--- config.mk ---
export PLATFORM = sky130hd
export DESIGN_NAME = level_gen
export DESIGN_NICKNAME = d
export VERILOG_FILES = /design/src/rtl/level_gen.sv
export SDC_FILE = /design/constraint.sdc
export NUM_CORES = 1
export LEC_CHECK = 0
export ABC_AREA = 0
export ABC_CLOCK_PERIOD_IN_PS = 2700
export CAP_MARGIN = 30
export CORE_UTILIZATION = 55
export CTS_BUF_LIST = sky130_fd_sc_hd__clkbuf_4
export DETAILED_ROUTE_END_ITERATION = 7
export HOLD_SLACK_MARGIN = 0.1
export PLACE_DENSITY = 0.89
export REMOVE_ABC_BUFFERS = 1
export SETUP_SLACK_MARGIN = 0.3
export SYNTH_ARGS = -nofsm -noshare
export SYNTH_HDL_FRONTEND = slang
export SYNTH_SLANG_ARGS = --single-unit
--- constraint.sdc ---
create_clock -name clk -period 2.7 [get_ports clk]
set_clock_uncertainty 0.05 [all_clocks]
set_input_delay 0.27 -clock clk [delete_from_list [all_inputs] [get_ports clk]]
set_output_delay 0.27 -clock clk [all_outputs]
set_load 0.1 [all_outputs]
--- src/rtl/level_gen.sv ---
// Tick-to-level pulse generator: turns an accepted single-cycle tick into a
// programmable-length high pulse followed by a guaranteed low gap.
module level_gen #(
  parameter int WIDTH_W = 8,
  parameter int GAP     = 2,
  parameter int RETRIG  = 0
) (
  input  logic               clk,
  input  logic               rst_n,
  input  logic               tick,
  input  logic [WIDTH_W-1:0] width,
  output logic               level,
  output logic               busy,
  output logic               overrun
);

  localparam int GAP_BITS = $clog2(GAP + 1);
  localparam int CW       = (WIDTH_W > GAP_BITS) ? WIDTH_W : GAP_BITS;

  localparam logic [CW-1:0] CNT_ONE = CW'(1);
  localparam logic [CW-1:0] CNT_GAP = CW'(GAP);

  typedef enum logic [1:0] {
    S_IDLE,
    S_HIGH,
    S_GAP
  } state_t;

  state_t               state_q, state_d;
  logic [CW-1:0]        cnt_q, cnt_d;
  logic                 pend_q, pend_d;
  logic [WIDTH_W-1:0]   pend_w_q, pend_w_d;
  logic                 drop;
  logic                 req;
  logic                 last;

  assign req  = tick && (width != '0);
  assign last = (cnt_q == CNT_ONE);

  always_ff @(posedge clk or negedge rst_n) begin
    if (!rst_n) begin
      state_q  <= S_IDLE;
      cnt_q    <= '0;
      pend_q   <= 1'b0;
      pend_w_q <= '0;
    end else begin
      state_q  <= state_d;
      cnt_q    <= cnt_d;
      pend_q   <= pend_d;
      pend_w_q <= pend_w_d;
    end
  end

  always_comb begin
    state_d  = state_q;
    cnt_d    = cnt_q;
    pend_d   = pend_q;
    pend_w_d = pend_w_q;
    drop     = 1'b0;

    case (state_q)
      S_IDLE: begin
        if (req) begin
          cnt_d   = CW'(width);
          state_d = S_HIGH;
        end
      end

      S_HIGH: begin
        // A retrigger reload wins over the exit so the pulse never glitches low
        if ((RETRIG != 0) && req) begin
          cnt_d = CW'(width);
        end else begin
          if ((RETRIG == 0) && tick) drop = 1'b1;
          if (last) begin
            cnt_d   = CNT_GAP;
            state_d = S_GAP;
          end else begin
            cnt_d = cnt_q - CNT_ONE;
          end
        end
      end

      S_GAP: begin
        if (req && pend_q) drop = 1'b1;
        if (last) begin
          if (pend_q) begin
            cnt_d   = CW'(pend_w_q);
            pend_d  = 1'b0;
            state_d = S_HIGH;
          end else if (req) begin
            cnt_d   = CW'(width);
            state_d = S_HIGH;
          end else begin
            cnt_d   = '0;
            state_d = S_IDLE;
          end
        end else begin
          cnt_d = cnt_q - CNT_ONE;
          if (req && !pend_q) begin
            pend_d   = 1'b1;
            pend_w_d = width;
          end
        end
      end

      default: begin
        cnt_d   = '0;
        pend_d  = 1'b0;
        state_d = S_IDLE;
      end
    endcase
  end

  // Outputs are registered from the current state, so they lag it by one cycle
  always_ff @(posedge clk or negedge rst_n) begin
    if (!rst_n) begin
      level   <= 1'b0;
      busy    <= 1'b0;
      overrun <= 1'b0;
    end else begin
      level   <= (state_q == S_HIGH);
      busy    <= (state_q != S_IDLE);
      overrun <= drop;
    end
  end

endmodule

# Word-level counts from Yosys, hierarchy flattened
# Cells that the tools add are included.
# totals
reg_bits,22
latch_bits,0
ramBits,0
romBits,0
inputBits,11
wordCells,46
memories,0
# op_classes
addsub,1
mul,0
div_mod_pow,0
magnitude_cmp,0
n_eq_ne,7
shift,0
mux,18
bitwise,2
n_reduce_logical,11
# op_table
operator,count
$mux W8,5
$pmux W8 S3,1
$eq A8 B1 Y1 const B,1
$reduce_bool A8 Y1,1
$sub A8 B1 Y8 const B,1
$mux W1,6
$mux W2,3
$ne A2 B2 Y1 const B,3
$pmux W2 S3,1
$reduce_and A3 Y1,2
$pmux W1 S2,2
$logic_and A1 B1 Y1,3
$ne A3 B3 Y1 const B,1
$eq A2 B1 Y1 const B,1
$eq A2 B2 Y1 const B,1
$logic_not A2 Y1,1
$not A1 Y1,2
$reduce_and A2 Y1,1
$reduce_bool A2 Y1,1
$reduce_or A2 Y1,1
$logic_not A1 Y1,1

# Depth between registers and ports, before layout
# Gate-level depths: netlist of the first run.
# depth
depth_word,6
mapped_depth,7
ltp_nobuf,7

# Worst setup path after synthesis of the first run
# OpenSTA, ideal clock, no wires.
# synth_path
path_type,reg-to-reg
from,register cnt_q[2]
to,register cnt_q[7]
t_arrival_ns,1.710
slack_ns,0.819
stages_incl_launch_ff,6
path_buffers,1
synth_period_minus_slack_ns,1.881
path_cell_list,dfrtp_1 -> buf_6 -> or4_4 -> or4_1 -> o21a_1 -> o22a_1
# synth_via
elab_chain_cells,3
elab_cells_between_ends,5
cone_classes,add/sub: 1; eq/ne: 1; mux: 3
# synth_rtl
item,line_no,source
"start, declared",30,"logic [CW-1:0] cnt_q, cnt_d;"
"start signal, assigned",48,cnt_q <= cnt_d;
$sub A8 B1 Y8 or $eq A8 B1 Y1 (tied branches),"79, 99, 38",
"$mux W8, on equally long branches","86, 75",
$pmux W8 S3 (*),61,case (state_q)
# Mark *: on every way between the ends. The rest lies on a longest branch, timed or not.
# A chain may end at the register's enable or synchronous reset.

# Worst setup path after layout of the first run
# layout_path
from,register state_q[0]
to,register cnt_q[5]
# layout_via
elab_chain_cells,2
elab_cells_between_ends,5
cone_classes,eq/ne: 3; mux: 1; reduce/logical: 1
# layout_rtl
item,line_no,source
"start, declared",29,"state_t state_q, state_d;"
"start signal, assigned",47,state_q <= state_d;
"$eq A2 B2 Y1, or another cell as far along",61,
$pmux W8 S3 or $ne A2 B2 Y1 (tied branches),n/a,
# Several ways; a longest one is shown, not always the timed one.

==> impl_metrics.tcl, run 1 <==
set metrics [dict create \
    cts_tree "done" \
    ant_nets 0 \
    yosysUniqueCellTypes 47 \
    syn_to_final_growth_pct 12.38 \
    fin_crit_ns 2.226 \
    grt_max_degree 23 \
    path_clk_slew_ns 0.13 \
    critical_path_class "reg2reg" \
    cts_buffer_depth 2 \
    combinationalPowerShare 0.503 \
    crit_arrival_ns 2.42 \
    end_kind "register" \
    grt_overflow_total 0 \
    grt_pass1_wl_um 5526 \
    grt_antenna_before_repair 0 \
    p_switching_mw 0.8352 \
    ir_worst_vdd_uv 832.9 \
    required_ns 2.89 \
    path_buf_inv 1 \
    rsz0062_at_grt "false" \
    row_count 18 \
    n_fill_cell 188 \
    slew_violations 0 \
    fin_nets 183 \
    routed_wl_um 3413 \
    drc 0 \
    tightest_slew_ns 0.7662 \
    dieArea_um2 2799 \
    numClockSinks 22 \
    finalCritPeriodShare 0.8244 \
    initial_core_util 0.5805 \
    sw_frac_of_total 0.4602 \
    clock_latency_ns 0.31 \
    p_seq_frac 0.356 \
    synthArstFlopShare 1.000 \
    fin_util 0.6524 \
    use_met1 0.3504 \
    drtIter0Drc 86 \
    cp_max_fo 7 \
    cp-start-kind "register" \
    ys_warn_count 0 \
    antenna_cells 0 \
    core_um2 2455 \
    syn_avg_cell_area_um2 9.254 \
    avgRoutedWirePerCell_um 17.50 \
    crit_slowest_cell "a311oi_1" \
    netlist_instances 154 \
    fmax_ghz 0.4492 \
    gp_congestion 0.9424 \
    die_w_um 52.91 \
    path_cells "inv_1, ha_1, nor2_1, a311oi_1, o311ai_0, a21oi_1" \
    gr-max-usage-layer "met2" \
    dp_hpwl_um 2382 \
    drv_cap 0 \
    dr.pass1.iters 5 \
    max_slew_margin 0.4858 \
    cts_buffers 3 \
    p_leak_nw 0.6847 \
    synth_edf_count 0 \
    cp_top_family "compound AO/OA/AOI/OAI gates" \
    vias_per_cell 6.595 \
    cts.htree.levels 1 \
    cts_hold_buf 0 \
    ys_ff_latch 22 \
    power_mw 1.815 \
    met3_usage 0.04310 \
    p_int_mw 0.9797 \
    p_per_area_nw_per_um2 1133 \
    post_cts_resized 0 \
    cts_root_buf "clkbuf_4" \
    cpPeakStageDelay_ns 0.67 \
    setup_viol 0 \
    gr-usage-met2 0.4430 \
    holdCritPathClass "in2async" \
    ys_seq_area_frac 0.3863 \
    grt_usage 0.2701 \
    die_h_um 52.91 \
    port_buffers 13 \
    first_global_vias 1197 \
    synthesis.area_um2 1425 \
    post_cts_buffers 0 \
    vias 1286 \
    clockPowerShare 0.141 \
    hold_viol 0 \
    hold_slack_ns 0.2306 \
    io_pins 14 \
    setup-tns-final_ns 0 \
    drive_above_1_share 0.1333 \
    synth_flop_cell "dfrtp_1" \
    status "completed" \
]
layout make-up:
class / instances / area [µm²] / share of cell area
timing repair buffer: 15 / 137.6 / 0.08594
clock buffer: 3 / 22.52 / 0.01406
sequential: 22 / 550.5 / 0.3437
tap: 30 / 37.54 / 0.02344
inverter: 6 / 22.52 / 0.01406
multi-input combinational: 118 / 800.8 / 0.5000
clock inverter: 1 / 30.03 / 0.01875
synthesized netlist by cell type, drive strengths merged, types with 3 or more instances:
cell	number	area (µm²)
a21oi	16	80.08
a31oi	4	25.02
buf	3	21.27
clkbuf	5	30.02
dfrtp	22	550.5
ha	6	75.07
inv	6	22.52
mux2	8	90.09
nand2	15	56.30
nand3	5	30.03
nor2	9	33.78
nor2b	5	31.28
nor4	4	25.02
o211ai	6	45.04
o21ai	7	35.03
registers in the layout (all words and copies together), names as in the netlist:
signal,flops
pend_w_q,8
overrun,1
pend_q,1
busy,1
level,1
cnt_q,8
state_q,2
worst reg2reg max path, delay by kind of cell (launching register included):
family                     cells  cell delay [ns]
AOI/OAI and AO/OA              3             1.14
DFF                            1             0.45
adders and majority gates      1             0.28
and+or+nand+nor                1             0.13
buffers and inverters          1             0.10
kinds of logic after synthesis:
kind of cell	after synthesis	synth area share
buffers and inverters	14	0.05179
xor gates and xnor gates	2	0.01229
DFF	22	0.3863
and+or+nand+nor	50	0.1861
muxes	8	0.06322
adders and majority gates	6	0.05268
AOI/OAI and AO/OA	52	0.2476
metal layers:
metal,share of wire,wire (µm)
met1,0.43,1454
met2,0.47,1590
met3,0.070,240
met4,0.038,128
met5,0,0
cell usage in the layout, fill, tap and decap left out, types with 2 or more instances in the layout:
cell type	Yosys	layout
nand2_1	15	15
xnor2_1	2	2
dfrtp_1	22	22
nand3_1	4	4
nor2b_1	5	5
nor2_1	9	9
o21a_1	2	2
nor3b_1	2	2
a31oi_1	4	4
mux2_2	8	8
buf_4	0	5
clkbuf_4	0	3
inv_1	6	6
o21ai_0	7	7
nor4_1	4	4
ha_1	6	6
o211a_1	2	2
clkdlybuf4s50_1	0	10
o211ai_1	6	6
and3_1	2	2
a21oi_1	16	16
stage by stage:
stage / worst slack [ns] / cell area (µm²) / std cells
2_1_floorplan: 0.8409 / 1374 / 146
3_3_place_gp: 0.4630 / 1549 / 191
3_5_place_dp: 0.3992 / 1549 / 191
4_1_cts: 0.5611 / 1602 / 195
5_1_grt: 0.3923 / 1602 / 195
6_report: 0.4740 / 1602 / 195
path summary, 6_finish.rpt:
path	startpoint	end	slack (ns)	depth (start not counted)
worst min register to register	pend_w_q[1]	pend_w_q[1]	0.47	1
worst max-delay path	state_q[0]	cnt_q[5]	0.47	6
min in group clk	pend_w_q[1]	pend_w_q[1]	0.47	1
worst max register to register	state_q[0]	cnt_q[5]	0.47	6
max in group asynchronous	rst_n	pend_q	2.15	2
worst min-delay path	rst_n	cnt_q[7]	0.23	2
power by group through the flow:
stage          logic, mW  registers, mW  clock network [mW]
2_1_floorplan      0.568          0.735                   0
3_3_place_gp       0.856          0.640                   0
3_5_place_dp       0.884          0.651                   0
4_1_cts            0.899          0.643               0.253
5_1_grt            0.991          0.666               0.267
6_report           0.913          0.646               0.255
Power figures use the tool's default switching activity.
==> inputs of run 2 (changes only) <==
--- a/config.mk
+++ b/config.mk
@@ -6,13 +6,13 @@
 export NUM_CORES = 1
 export LEC_CHECK = 0
 export ABC_AREA = 0
-export ABC_CLOCK_PERIOD_IN_PS = 2700
+export ABC_CLOCK_PERIOD_IN_PS = 1800
 export CAP_MARGIN = 30
-export CORE_UTILIZATION = 55
+export CORE_UTILIZATION = 53
 export CTS_BUF_LIST = sky130_fd_sc_hd__clkbuf_4
 export DETAILED_ROUTE_END_ITERATION = 7
 export HOLD_SLACK_MARGIN = 0.1
-export PLACE_DENSITY = 0.89
+export PLACE_DENSITY = 0.9
 export REMOVE_ABC_BUFFERS = 1
 export SETUP_SLACK_MARGIN = 0.3
 export SYNTH_ARGS = -nofsm -noshare
==> constraint.sdc (replaced) <==
create_clock -name clk -period 1.8 [get_ports clk]
set_clock_uncertainty 0.05 [all_clocks]
set_input_delay 0.18 -clock clk [delete_from_list [all_inputs] [get_ports clk]]
set_output_delay 0.18 -clock clk [all_outputs]
set_load 0.1 [all_outputs]
==> run 2 against run 1 <==
Compared with the run above: the run now fails in global routing; synthesized cell count did not move; area after synthesis stayed put.
==> impl_metrics.tcl, run 2 <==
set metrics [dict create \
    synth_flop_cell "dfrtp_1" \
    yosysUniqueCellTypes 47 \
    synthTopCellsByArea "dfrtp_1, mux2_2, a21oi_1" \
    netlist_instances 154 \
    ys_warn_count 0 \
    row_count 18 \
    die_h_um 53.86 \
    dp_hpwl_um 3150 \
    post-place-ws_ns -0.2560 \
    gp_congestion 0.9406 \
    synth_top_area_cell "dfrtp_1" \
    cts.htree.levels 1 \
    synthesis.area_um2 1425 \
    numClockSinks 22 \
    die_w_um 53.86 \
    grt_max_degree 23 \
    port_buffers 13 \
    synth_top_area_frac 0.3863 \
    yosys.cell_count.top_type "dfrtp_1" \
    initial_core_util 0.5701 \
    cts_buffers 3 \
    status "stopped before the end" \
    ys_ff_latch 22 \
    yosys-top-cells-count "dfrtp_1, a21oi_1, nand2_1" \
    cts_buffer_depth 2 \
    worst_endpoint "cnt_q[7]$_DFFE_PN0P_/D" \
    ys_seq_area_frac 0.3863 \
    error_line "[ERROR DPL-0038] Utilization greater than 100%, impossible to legalize" \
    cts_root_buf "clkbuf_4" \
    cts_hold_buf 0 \
    io_pins 14 \
    synthArstFlopShare 1.000 \
    syn_avg_cell_area_um2 9.254 \
    worstEpCategory "register input" \
    synth_edf_count 0 \
    stop_stage "global routing" \
]
[run 2: repair_timing]
action                                  4_1_cts
gates resized for setup                      64
endpoints found under the hold margin         0
endpoints found under the setup margin       20
cloned                                        0
buffers inserted                              8
pin swaps                                    17
[run 2: logic make-up after synthesis]
| logic type | synth area share |
|---|---|
| AOI/OAI and AO/OA | 0.2476 |
| muxes | 0.06322 |
| DFF | 0.3863 |
| and+or+nand+nor | 0.1861 |
| buffers and inverters | 0.05179 |
| xor gates and xnor gates | 0.01229 |
| adders and majority gates | 0.05268 |
[run 2: metrics by stage]
stage	area, µm²	instances
CTS	2265	248
detailed placement	1887	236
global placement	1887	236
floorplan	1374	146
==> inputs of run 3 (changes only) <==
==> config.mk (replaced) <==
export PLATFORM = sky130hd
export DESIGN_NAME = level_gen
export DESIGN_NICKNAME = d
export VERILOG_FILES = /design/src/rtl/level_gen.sv
export SDC_FILE = /design/constraint.sdc
export NUM_CORES = 1
export LEC_CHECK = 0
export ABC_AREA = 0
export ABC_CLOCK_PERIOD_IN_PS = 2350
export CAP_MARGIN = 30
export CORE_AREA = 2 2 63 65
export DETAILED_ROUTE_END_ITERATION = 7
export DIE_AREA = 0 0 65 67
export PLACE_DENSITY_LB_ADDON = 0.15
export REMOVE_ABC_BUFFERS = 1
export SYNTH_ARGS = -nofsm -noshare
export SYNTH_HDL_FRONTEND = slang
export SYNTH_SLANG_ARGS = --single-unit
==> constraint.sdc (replaced) <==
create_clock -name clk -period 2.35 [get_ports clk]
set_clock_uncertainty 0.05 [all_clocks]
set_input_delay 0.235 -clock clk [delete_from_list [all_inputs] [get_ports clk]]
set_output_delay 0.235 -clock clk [all_outputs]
set_load 0.1 [all_outputs]
==> run 3 against run 2 <==
Compared with the run above: the flow now finishes without violations.
==> impl_metrics.tcl, run 3 (same netlist as run 1, synthesis figures left out) <==
set metrics [dict create \
    status "completed" \
    path_clk_slew_ns 0.08 \
    clock_latency_ns 0.27 \
    die_h_um 67 \
    avgRoutedWirePerCell_um 16.55 \
    grt_max_degree 23 \
    cts_root_buf "clkbuf_8" \
    fin_nets 190 \
    p_per_area_nw_per_um2 1260 \
    grt_overflow_total 0 \
    layout_common_cells "dfrtp_1, a21oi_1, nand2_1" \
    die_w_um 65 \
    port_buffers 13 \
    p_leak_nw 0.7205 \
    top_regs "cnt_q (8), pend_w_q (8), state_q (2)" \
    slew_violations 0 \
    drc 0 \
    ir_worst_vdd_uv 348.9 \
    dp_hpwl_um 2692 \
    grt_usage 0.1861 \
    cts_hold_buf 0 \
    grt_antenna_before_repair 0 \
    final_common_cell "dfrtp_1" \
    end_kind "register" \
    critical_path_class "reg2reg" \
    initial_core_util 0.3952 \
    dieArea_um2 4355 \
    fmax_ghz 0.4574 \
    cts.htree.levels 1 \
    ant_nets 0 \
    first_global_vias 1237 \
    vias 1264 \
    dr.pass1.iters 4 \
    setup_viol 0 \
    io_pins 14 \
    drive_above_1_share 0.1744 \
    setup-tns-final_ns 0 \
    syn_to_final_growth_pct 18.26 \
    gp_congestion 0.8170 \
    max_slew_margin 0.6453 \
    cp-start-kind "register" \
    finalCritPeriodShare 0.9304 \
    holdCritPathClass "in2async" \
    drv_cap 0 \
    core_um2 3606 \
    cts_tree "done" \
    numClockSinks 22 \
    cp_max_fo 7 \
    required_ns 2.46 \
    tightest_slew_ns 0.5320 \
    setup_slack_ns 0.1636 \
    drtIter0Drc 80 \
    rr_worst_depth 7 \
    routed_wl_um 3642 \
    vias_per_cell 5.745 \
    post-place-ws_ns 0.08155 \
    grt_pass1_wl_um 6285 \
    hold_viol 0 \
    fin_crit_ns 2.186 \
    cts_buffers 3 \
    cts_buffer_depth 2 \
    post_cts_buffers 0 \
    row_count 22 \
    crit_arrival_ns 2.29 \
    rsz0062_at_grt "false" \
    antenna_cells 0 \
]
run 3: path summary, 6_finish.rpt:
check                             from          end  slack, ns
max                         state_q[0]     cnt_q[2]       0.16
min                              rst_n     cnt_q[7]       0.26
max reg2reg                 state_q[0]     cnt_q[2]       0.16
min reg2reg                pend_w_q[7]  pend_w_q[7]       0.46
max in group asynchronous        rst_n  pend_w_q[0]       1.77
min in group clk           pend_w_q[7]  pend_w_q[7]       0.46
run 3: stage by stage:
stage	instances	power (mW)	utilization	hold WS, ns	instance area (µm²)
global placement	216	1.803	0.4504	0.4409	1624
global route	220	2.279	0.4674	0.2810	1685
detailed placement	216	1.821	0.4504	0.4494	1624
finish	220	2.123	0.4674	0.2568	1685
CTS	220	2.107	0.4656	0.2697	1679
floorplan	146	1.497	-	-0.1106	1374
run 3: repair_timing:
action	4_1_cts	5_1_grt
hold endpoints to repair	0	0
endpoints found under the setup margin	0	1
resized for setup	0	1
run 3: where the power goes:
part           leakage (nW)  internal (mW)  switching [mW]
Sequential            0.277          0.547           0.204
Clock                0.0288          0.150           0.128
Combinational         0.415          0.443           0.651
run 3: cell type report:
class / instances / area, µm²
Tap cell: 48 / 60.06
Sequential cell: 22 / 550.5
Inverter: 6 / 22.52
Timing Repair Buffer: 22 / 190.2
Multi-Input combinational cell: 118 / 807.0
Fill cell: 375 / 1921
Clock buffer: 4 / 55.05
run 3: layer usage:
| metal | up-vias | share of wire | GRT usage |
|---|---|---|---|
| li1 | 607 | - | - |
| met4 | 0 | 0.014 | 0.05319 |
| met3 | 5 | 0.060 | 0.02027 |
| met5 | - | 0 | 0 |
| met1 | 602 | 0.46 | 0.2573 |
| met2 | 50 | 0.46 | 0.3067 |
run 3: worst max-delay path, stage by stage, from the launching register on:
cell	delay, ns
dfrtp_1	0.39
inv_1	0.08
ha_1	0.30
nor4_1	0.37
a311o_1	0.31
a21oi_1	0.06
o211a_1	0.21
a221o_2	0.30
==> inputs of run 4 (changes only) <==
--- a/config.mk
+++ b/config.mk
@@ -8,9 +8,8 @@
 export ABC_AREA = 0
 export ABC_CLOCK_PERIOD_IN_PS = 2350
 export CAP_MARGIN = 30
-export CORE_AREA = 2 2 63 65
+export CORE_UTILIZATION = 35
 export DETAILED_ROUTE_END_ITERATION = 7
-export DIE_AREA = 0 0 65 67
 export PLACE_DENSITY_LB_ADDON = 0.15
 export REMOVE_ABC_BUFFERS = 1
 export SYNTH_ARGS = -nofsm -noshare
==> run 4 against run 3 <==
Compared with the run above: non-clock buffer count rose by 1; combinational power about the same; worst hold slack improved by 0.015 ns; power is 2.7% lower; clock power shrank 15%; die area fell by 0.55%; cell area fell by 0.74%; sequential cell count unchanged; sequential share of layout area rose by 0.24 points; sequential power down 0.7%; largest power group unchanged; highest routed layer unchanged.
==> impl_metrics.tcl, run 4 (same netlist as run 1, synthesis figures left out) <==
set metrics [dict create \
    die_w_um 65.81 \
    p_leak_nw 0.7170 \
    crit_arrival_ns 2.18 \
    cts_root_buf "clkbuf_8" \
    cts_buffers 3 \
    first_global_vias 1268 \
    grt_antenna_before_repair 0 \
    power_mw 2.066 \
    routed_wl_um 3629 \
    clockPowerShare 0.114 \
    drive_above_1_share 0.1686 \
    core_um2 3771 \
    cts.htree.levels 1 \
    numClockSinks 22 \
    die_h_um 65.81 \
    drv_cap 0 \
    hold_viol 0 \
    required_ns 2.45 \
    grt_overflow_total 0 \
    row_count 22 \
    max_slew_margin 0.6435 \
    fin_crit_ns 2.084 \
    drtIter0Drc 79 \
    port_buffers 13 \
    final_common_cell "dfrtp_1" \
    setup_slack_ns 0.2657 \
    final_area_um2 1673 \
    gp_congestion 0.8982 \
    critical_path_class "reg2reg" \
    top_regs "cnt_q (8), pend_w_q (8), state_q (2)" \
    clock_latency_ns 0.26 \
    dpl_cell_area_um2 1632 \
    p_seq_frac 0.361 \
    fmax_ghz 0.4798 \
    hold_slack_ns 0.2718 \
    met3_usage 0.02586 \
    sw_frac_of_total 0.4661 \
    slew_violations 0 \
    grt_max_degree 23 \
    dp_hpwl_um 2689 \
    grt_usage 0.1898 \
    post_cts_buffers 0 \
    finalCritPeriodShare 0.8869 \
    io_pins 14 \
    syn_to_final_growth_pct 17.38 \
    cts_tree "done" \
    vias 1274 \
    layout_common_cells "dfrtp_1, a21oi_1, nand2_1" \
    cts_buffer_depth 2 \
    p_switching_mw 0.9632 \
    dr.pass1.iters 4 \
    status "completed" \
    use_met1 0.2670 \
    holdCritPathClass "in2async" \
    setup_viol 0 \
    antenna_cells 0 \
    gr-max-usage-layer "met2" \
    cp_max_fo 7 \
    p_int_mw 1.103 \
    grt_pass1_wl_um 6189 \
    drc 0 \
    setup-tns-final_ns 0 \
    cp-start-kind "register" \
    post-place-ws_ns 0.06571 \
    ant_nets 0 \
    ir_worst_vdd_uv 526.8 \
    cts_hold_buf 0 \
    tightest_slew_ns 0.5348 \
    combinationalPowerShare 0.525 \
    vias_per_cell 5.791 \
    p_per_area_nw_per_um2 1235 \
    path_clk_slew_ns 0.08 \
    post_cts_resized 0 \
    avgRoutedWirePerCell_um 16.50 \
    gr-usage-met2 0.3099 \
    dieArea_um2 4331 \
    fin_nets 191 \
    initial_core_util 0.3779 \
    rsz0062_at_grt "false" \
    end_kind "register" \
]
-- run 4: final cells by class --
class / instances / area (µm²)
sequential: 22 / 550.5
tap: 48 / 60.06
multi-input combinational: 118 / 800.8
timing repair buffer: 23 / 197.7
clock buffer: 3 / 41.29
fill: 352 / 2098
inverter: 6 / 22.52
-- run 4: worst max-delay path, cell delays in order (launching register included) --
cell and delay [ns]:
dfrtp_1 0.40, inv_1 0.08, ha_1 0.29, nor4_1 0.30, a311o_1 0.30, a21oi_1 0.06
o211a_1 0.21, a221o_2 0.29
-- run 4: power groups by stage --
| stage | sequential [mW] | combinational (mW) | clock (mW) |
|---|---|---|---|
| after floorplan | 0.844 | 0.653 | 0 |
| after global placement | 0.745 | 1.06 | 0 |
| after detailed placement | 0.751 | 1.07 | 0 |
| after CTS | 0.743 | 1.07 | 0.242 |
| after global routing | 0.769 | 1.20 | 0.253 |
| final | 0.746 | 1.08 | 0.235 |
-- run 4: per-layer routing --
metal  up-vias  routed length, µm
met5         -                  0
met4         0                 19
met3         4                170
met2        41               1711
met1       621               1728
li1        608                  -
-- run 4: worst paths after layout --
kind	startpoint	end	slack, ns	cells past startpoint
max	state_q[0]	cnt_q[2]	0.27	7
min	rst_n	busy	0.27	2
max reg2reg	state_q[0]	cnt_q[2]	0.27	7
min reg2reg	pend_w_q[3]	pend_w_q[3]	0.46	1
max in group asynchronous	rst_n	pend_w_q[5]	1.74	2
min in group clk	pend_w_q[3]	pend_w_q[3]	0.46	1
-- run 4: stage by stage --
| step | cells | util |
|---|---|---|
| floorplan | 146 | - |
| global placement | 217 | 0.4326 |
| detailed placement | 217 | 0.4326 |
| CTS | 220 | 0.4436 |
| global route | 220 | 0.4436 |
| finish | 220 | 0.4436 |
